`src/rtl/tmds_pkg.sv`:
```
// Shared TMDS definitions: control tokens, disparity width and a byte popcount.
package tmds_pkg;

  // Signed running-disparity width; |cnt| never exceeds 8, so 5 bits suffice.
  localparam int TMDS_DISP_WIDTH = 5;

  // Control-period tokens indexed by {C1,C0}; bit 0 is transmitted first.
  localparam logic [9:0] TMDS_CTRL_TOKEN [4] = '{
    10'b1101010100,  // 00
    10'b0010101011,  // 01
    10'b0101010100,  // 10
    10'b1010101011   // 11
  };

  // Number of set bits in a byte (0..8).
  function automatic logic [3:0] popcount8(input logic [7:0] value);
    logic [3:0] total;
    total = '0;
    for (int i = 0; i < 8; i++) begin
      total = total + {3'b000, value[i]};
    end
    return total;
  endfunction

endpackage

```
`src/rtl/tmds_dc_balancer.sv`:
```
// TMDS DC-balance stage: picks the final 10-bit symbol from the transition-
// minimised word and tracks running disparity. Reusable by the data-island path.
module tmds_dc_balancer
  import tmds_pkg::*;
#(
  parameter int         DISP_WIDTH    = TMDS_DISP_WIDTH,  // must be >= 5
  parameter logic [1:0] RESET_CONTROL = 2'b00
) (
  input  logic       clock,
  input  logic       asyncReset,
  input  logic       enable,
  input  logic       dataEnable,
  input  logic [1:0] control,
  input  logic [8:0] qm,
  input  logic [3:0] onesQm,
  output logic [9:0] tmdsOut
);

  localparam logic signed [DISP_WIDTH-1:0] ZERO = '0;
  localparam logic signed [DISP_WIDTH-1:0] TWO  = DISP_WIDTH'(2);

  logic signed [DISP_WIDTH-1:0] cnt;
  logic signed [DISP_WIDTH-1:0] cntNext;
  logic signed [DISP_WIDTH-1:0] byteBalance;
  logic [9:0] symbolNext;
  logic cntPositive;
  logic cntNegative;
  logic moreOnes;
  logic moreZeros;

  // Symbol selection and next disparity; byteBalance = N1q - N0q = 2*N1q - 8.
  always_comb begin
    // NOTE: every output gets a default first so no path can infer a latch.
    symbolNext  = '0;
    cntNext     = cnt;
    byteBalance = DISP_WIDTH'({onesQm, 1'b0}) - DISP_WIDTH'(8);
    cntPositive = !cnt[DISP_WIDTH-1] && (cnt != ZERO);
    cntNegative = cnt[DISP_WIDTH-1];
    moreOnes    = onesQm > 4'd4;
    moreZeros   = onesQm < 4'd4;

    if (!dataEnable) begin
      symbolNext = TMDS_CTRL_TOKEN[control];
      cntNext    = ZERO;
    end else if ((cnt == ZERO) || (onesQm == 4'd4)) begin
      symbolNext = {~qm[8], qm[8], qm[8] ? qm[7:0] : ~qm[7:0]};
      cntNext    = qm[8] ? (cnt + byteBalance) : (cnt - byteBalance);
    end else if ((cntPositive && moreOnes) || (cntNegative && moreZeros)) begin
      symbolNext = {1'b1, qm[8], ~qm[7:0]};
      cntNext    = cnt - byteBalance + (qm[8] ? TWO : ZERO);
    end else begin
      symbolNext = {1'b0, qm[8], qm[7:0]};
      cntNext    = cnt + byteBalance - (qm[8] ? ZERO : TWO);
    end
  end

  // Output symbol and disparity registers; both hold while enable is low.
  always_ff @(posedge clock or posedge asyncReset) begin
    // NOTE: non-blocking assignments so every register samples pre-edge values.
    if (asyncReset) begin
      tmdsOut <= TMDS_CTRL_TOKEN[RESET_CONTROL];
      cnt     <= ZERO;
    end else if (enable) begin
      tmdsOut <= symbolNext;
      cnt     <= cntNext;
    end
  end

endmodule

```
`src/rtl/tmds_channel_encoder.sv`:
```
// DVI TMDS 8b/10b encoder for one channel: register, transition-minimise,
// DC-balance. One symbol per enabled clock, three enabled edges of latency.
module tmds_channel_encoder
  import tmds_pkg::*;
#(
  parameter int         DISP_WIDTH    = TMDS_DISP_WIDTH,
  parameter logic [1:0] RESET_CONTROL = 2'b00
) (
  input  logic       clock,
  input  logic       asyncReset,
  input  logic       enable,
  input  logic       dataEnable,
  input  logic [1:0] control,
  input  logic [7:0] pixelData,
  output logic [9:0] tmdsOut
);

  // Stage 1 registers
  logic [7:0] s1Data;
  logic       s1De;
  logic [1:0] s1Control;
  logic [3:0] s1Ones;

  // Stage 2 registers
  logic [8:0] s2Qm;
  logic [3:0] s2Ones;
  logic       s2De;
  logic [1:0] s2Control;

  logic       useXnor;
  logic       chainBit;
  logic [8:0] qmComb;

  // Stage 1: capture inputs and the byte's ones count.
  always_ff @(posedge clock or posedge asyncReset) begin
    if (asyncReset) begin
      s1Data    <= '0;
      s1De      <= 1'b0;
      s1Control <= RESET_CONTROL;
      s1Ones    <= '0;
    end else if (enable) begin
      s1Data    <= pixelData;
      s1De      <= dataEnable;
      s1Control <= control;
      s1Ones    <= popcount8(pixelData);
    end
  end

  // Transition-minimising XOR/XNOR chain; q_m[8] flags which one was used.
  always_comb begin
    useXnor   = (s1Ones > 4'd4) || ((s1Ones == 4'd4) && !s1Data[0]);
    // NOTE: blocking here is intended; chainBit carries each bit into the next.
    chainBit  = s1Data[0];
    qmComb    = '0;
    qmComb[0] = chainBit;
    for (int i = 1; i < 8; i++) begin
      chainBit  = useXnor ? ~(chainBit ^ s1Data[i]) : (chainBit ^ s1Data[i]);
      qmComb[i] = chainBit;
    end
    qmComb[8] = ~useXnor;
  end

  // Stage 2: register q_m with its ones count for the balance decision.
  always_ff @(posedge clock or posedge asyncReset) begin
    if (asyncReset) begin
      s2Qm      <= '0;
      s2Ones    <= '0;
      s2De      <= 1'b0;
      s2Control <= RESET_CONTROL;
    end else if (enable) begin
      s2Qm      <= qmComb;
      s2Ones    <= popcount8(qmComb[7:0]);
      s2De      <= s1De;
      s2Control <= s1Control;
    end
  end

  // Stage 3: DC balance and running disparity.
  tmds_dc_balancer #(
    .DISP_WIDTH    (DISP_WIDTH),
    .RESET_CONTROL (RESET_CONTROL)
  ) balancer (
    .clock      (clock),
    .asyncReset (asyncReset),
    .enable     (enable),
    .dataEnable (s2De),
    .control    (s2Control),
    .qm         (s2Qm),
    .onesQm     (s2Ones),
    .tmdsOut    (tmdsOut)
  );

endmodule

```
`config.mk`:
```
export PLATFORM = sky130hd
export DESIGN_NAME = tmds_channel_encoder
export DESIGN_NICKNAME = d
export VERILOG_FILES = /design/src/rtl/tmds_pkg.sv /design/src/rtl/tmds_dc_balancer.sv /design/src/rtl/tmds_channel_encoder.sv
export SDC_FILE = /design/constraint.sdc
export NUM_CORES = 1
export LEC_CHECK = 0
export ABC_CLOCK_PERIOD_IN_PS = 7170
export BUFFER_PORTS_ARGS = -buffer_cell sky130_fd_sc_hd__buf_4
export CAP_MARGIN = 20
export CORE_MARGIN = 3
export CORE_UTILIZATION = 50
export DETAILED_ROUTE_END_ITERATION = 8
export GPL_ROUTABILITY_DRIVEN = 0
export PLACE_DENSITY = 0.68
export SLEW_MARGIN = 15
export SYNTH_ARGS = -nofsm -noshare
export SYNTH_HDL_FRONTEND = slang
export SYNTH_HIERARCHICAL = 1
export SYNTH_SLANG_ARGS = --single-unit
export TNS_END_PERCENT = 50
```
`constraint.sdc`:
```
create_clock -name clock -period 7.17 [get_ports clock]
set_input_delay 0.3585 -clock clock [delete_from_list [all_inputs] [get_ports clock]]
set_output_delay 0.3585 -clock clock [all_outputs]
set_load 0.01 [all_outputs]
```
==> impl_metrics.ini <==
[pwr]
power_density_nw_per_um2 = 488
vdd_drop_max_mv = 0.272
total_power_mw = 1.59
power.leakage_nw = 1.61

[timing]
hold_viol_final = 0
fin_crit_ps = 4220
drv_slew = 0
worst_pin_slew_ps = 653
relSlewSlack_pct = 56.0
fmax_mhz = 237
post-route-period-util_pct = 58.9
rsz0062_at_grt = no
tns_ps = 0
skew_ps = 2.19
setup_viol = 0

[route]
route.vias.total = 1910
wl_per_cell_um = 14.2
routed_wl_mm = 5.15
ant_nets = 0
drt_iter0_drc = 93
viasPerCell = 5.26
drc = 0
drt_first_pass_iters = 4

[cts]
h-tree-depth = 2
clock-root-buffer = clkbuf_8
clkLatencyLatePin_ps = 290
cts_buffer_depth = 2
holdBufCountCts = 0
postCtsSetupRepairBufs = 0
cts.sinks = 45
cts_resized = 0
cts_tree = built
clk_pin_slew_ps = 80
cts_buffers = 5

[placement]
post-place-cells = 355
io_buffers = 23
hpwl_mm = 3.86
placed_cell_area_um2 = 3180

[die]
rows = 27
dieArea_um2 = 6880
dieWidth_um = 82.9
initial_utilization_pct = 52.8
fp.coreArea_um2 = 5610
fp.dieH_um = 82.9
io_pins = 24

[logic_synthesis]
async_flop_share_pct = 100
yosysSeqAreaShare_pct = 38.3
synth_top_area_cell = dfrtp_1
yosys-top-cells-count = 40 x dfrtp_1, 36 x inv_1, 24 x mux2_2
synthTopCellsByArea = dfrtp_1 34%, mux2_2 9.1%, ha_1 8.5%, fa_1 6.8%, inv_1 4.6%
ys_warn_count = 6
synth_seq_cells = 45
netlist_area_um2 = 2960
synth_nets = 314
synth_edf_count = 0
ys_types = 43
synthCells = 270
synth-main-ff-cell = dfrtp_1
synth.avg_cell_area_um2 = 11.0
synth_top_area_share_pct = 33.8
synth_most_common_cell = dfrtp_1

[worst_setup_path]
timing.rr.start = s1Data[0]$_DFFE_PP0P_
reg2reg_slack_ps = 2950
crit_path_frequent_cell = fa_1
critical_path_required_ps = 7360
reg2reg_to = s2Ones[2]$_DFFE_PP0P_
startpoint_type = flip-flop
reg2reg_depth = 12
critPathSlowestCell = xor3_2
cp-end-kind = flip-flop
crit_type = reg -> reg
path_cells = xor3_2 > xnor3_1 > xnor3_1 > fa_1 > inv_1 > fa_1 > fa_1 > ha_1 > inv_1 > fa_1 > xnor2_1 > mux2_2
worst-path-max-fanout = 5
worstPathArrival_ps = 4410
critPathMaxStageDelay_ps = 520

[run]
drv_cap = 0

[grt]
grt_pass1_vias = 1920
gr-total-overflow = 0
grt_pass1_wl_mm = 9.15
grt_use_total_pct = 16.2
antenna_found_initial = 0
grt_max_degree = 61

[final_layout]
final_cells = 363
fin_util_pct = 58.3
final_net_count = 334
antenna_cells = 0
area_growth_pct = 10.4
drive_gt1_share_pct = 24.1
final_cell_area_um2 = 3270

[outcome]
outcome = finished clean

[worst_hold_path]
hold_class = in -> async
-- report_power, final --
part	total, mW	switching, mW	internal (mW)
clock network	0.153	0.0855	0.0673
logic	1.01	0.486	0.519
registers	0.436	0.0822	0.354
-- area by class of cell --
type	instances	area, µm²
tap	72	90.1
sequential	45	1130
clock inverter	3	17.5
fill	503	2340
clock buffer	5	68.8
multi-input combinational	178	1640
inverter	36	135
timing repair buffer	24	180
-- cell families after synthesis --
logic type,after synthesis,share of synthesized area (%)
AOI/OAI and AO/OA,32,7.02
xor gates and xnor gates,22,9.85
adders and majority gates,30,15.2
buffers and inverters,47,6.26
DFF,45,38.3
muxes,29,11.0
and+or+nand+nor,65,12.4
-- through the flow --
stage          hold WS [ps]  worst slack (ps)
2_1_floorplan           244              3150
3_3_place_gp            450              3070
3_5_place_dp            461              2950
4_1_cts                 133              2920
5_1_grt                 170              2740
6_report                122              2950
-- state kept, by name, summed over array words and instances, names as in the netlist --
| signal | count |
|---|---|
| s1Data | 8 |
| s1Ones | 4 |
| balancer/cnt | 4 |
| balancer/tmdsOut | 10 |
| s1Control | 2 |
| s2Qm | 9 |
| s2Ones | 4 |
| s2De | 1 |
| s2Control | 2 |
| s1De | 1 |
-- cells in the final DEF (no fill, tap or decap), drive strengths merged, types with 8 or more instances in the layout --
master / netlist / final
and3: 11 / 11
ha: 20 / 20
a21oi: 11 / 11
xnor2: 9 / 9
dfrtp: 40 / 40
inv: 36 / 36
o22ai: 8 / 8
nor2: 14 / 14
fa: 10 / 10
mux2: 25 / 25
nor3: 11 / 11
nand2: 9 / 9
buf: 2 / 24
-- critical path, delay by kind of cell, from the launching register on --
family | cells | cell delay [ps]
xor+xnor | 4 | 1370
mux | 1 | 260
buf+inv | 2 | 100
flops | 1 | 410
fa+ha+maj | 5 | 1970
-- worst max path at each step --
stage / startpoint / to / slack [ps] / depth (start not counted)
after CTS: s1Data[0]$_DFFE_PP0P_ / s2Ones[2]$_DFFE_PP0P_ / 2920 / 12
after global routing: s1Data[0]$_DFFE_PP0P_ / s2Ones[2]$_DFFE_PP0P_ / 2740 / 12
after detailed placement: s1Data[0]$_DFFE_PP0P_ / s2Ones[2]$_DFFE_PP0P_ / 2950 / 12
after global placement: s1Data[0]$_DFFE_PP0P_ / s2Ones[2]$_DFFE_PP0P_ / 3070 / 12
final: s1Data[0]$_DFFE_PP0P_ / s2Ones[2]$_DFFE_PP0P_ / 2950 / 12
after floorplan: s1Data[0]$_DFFE_PP0P_ / s2Ones[2]$_DFFE_PP0P_ / 3150 / 12
-- metal layers --
layer | GRT usage, % | up-vias | part of all wire, %
met5 | 0 | - | 0
met4 | 4.90 | 0 | 1.1
met3 | 2.98 | 5 | 3.0
met2 | 24.6 | 23 | 45
met1 | 23.7 | 920 | 51
li1 | - | 962 | -
Power figures use the tool's default switching activity.
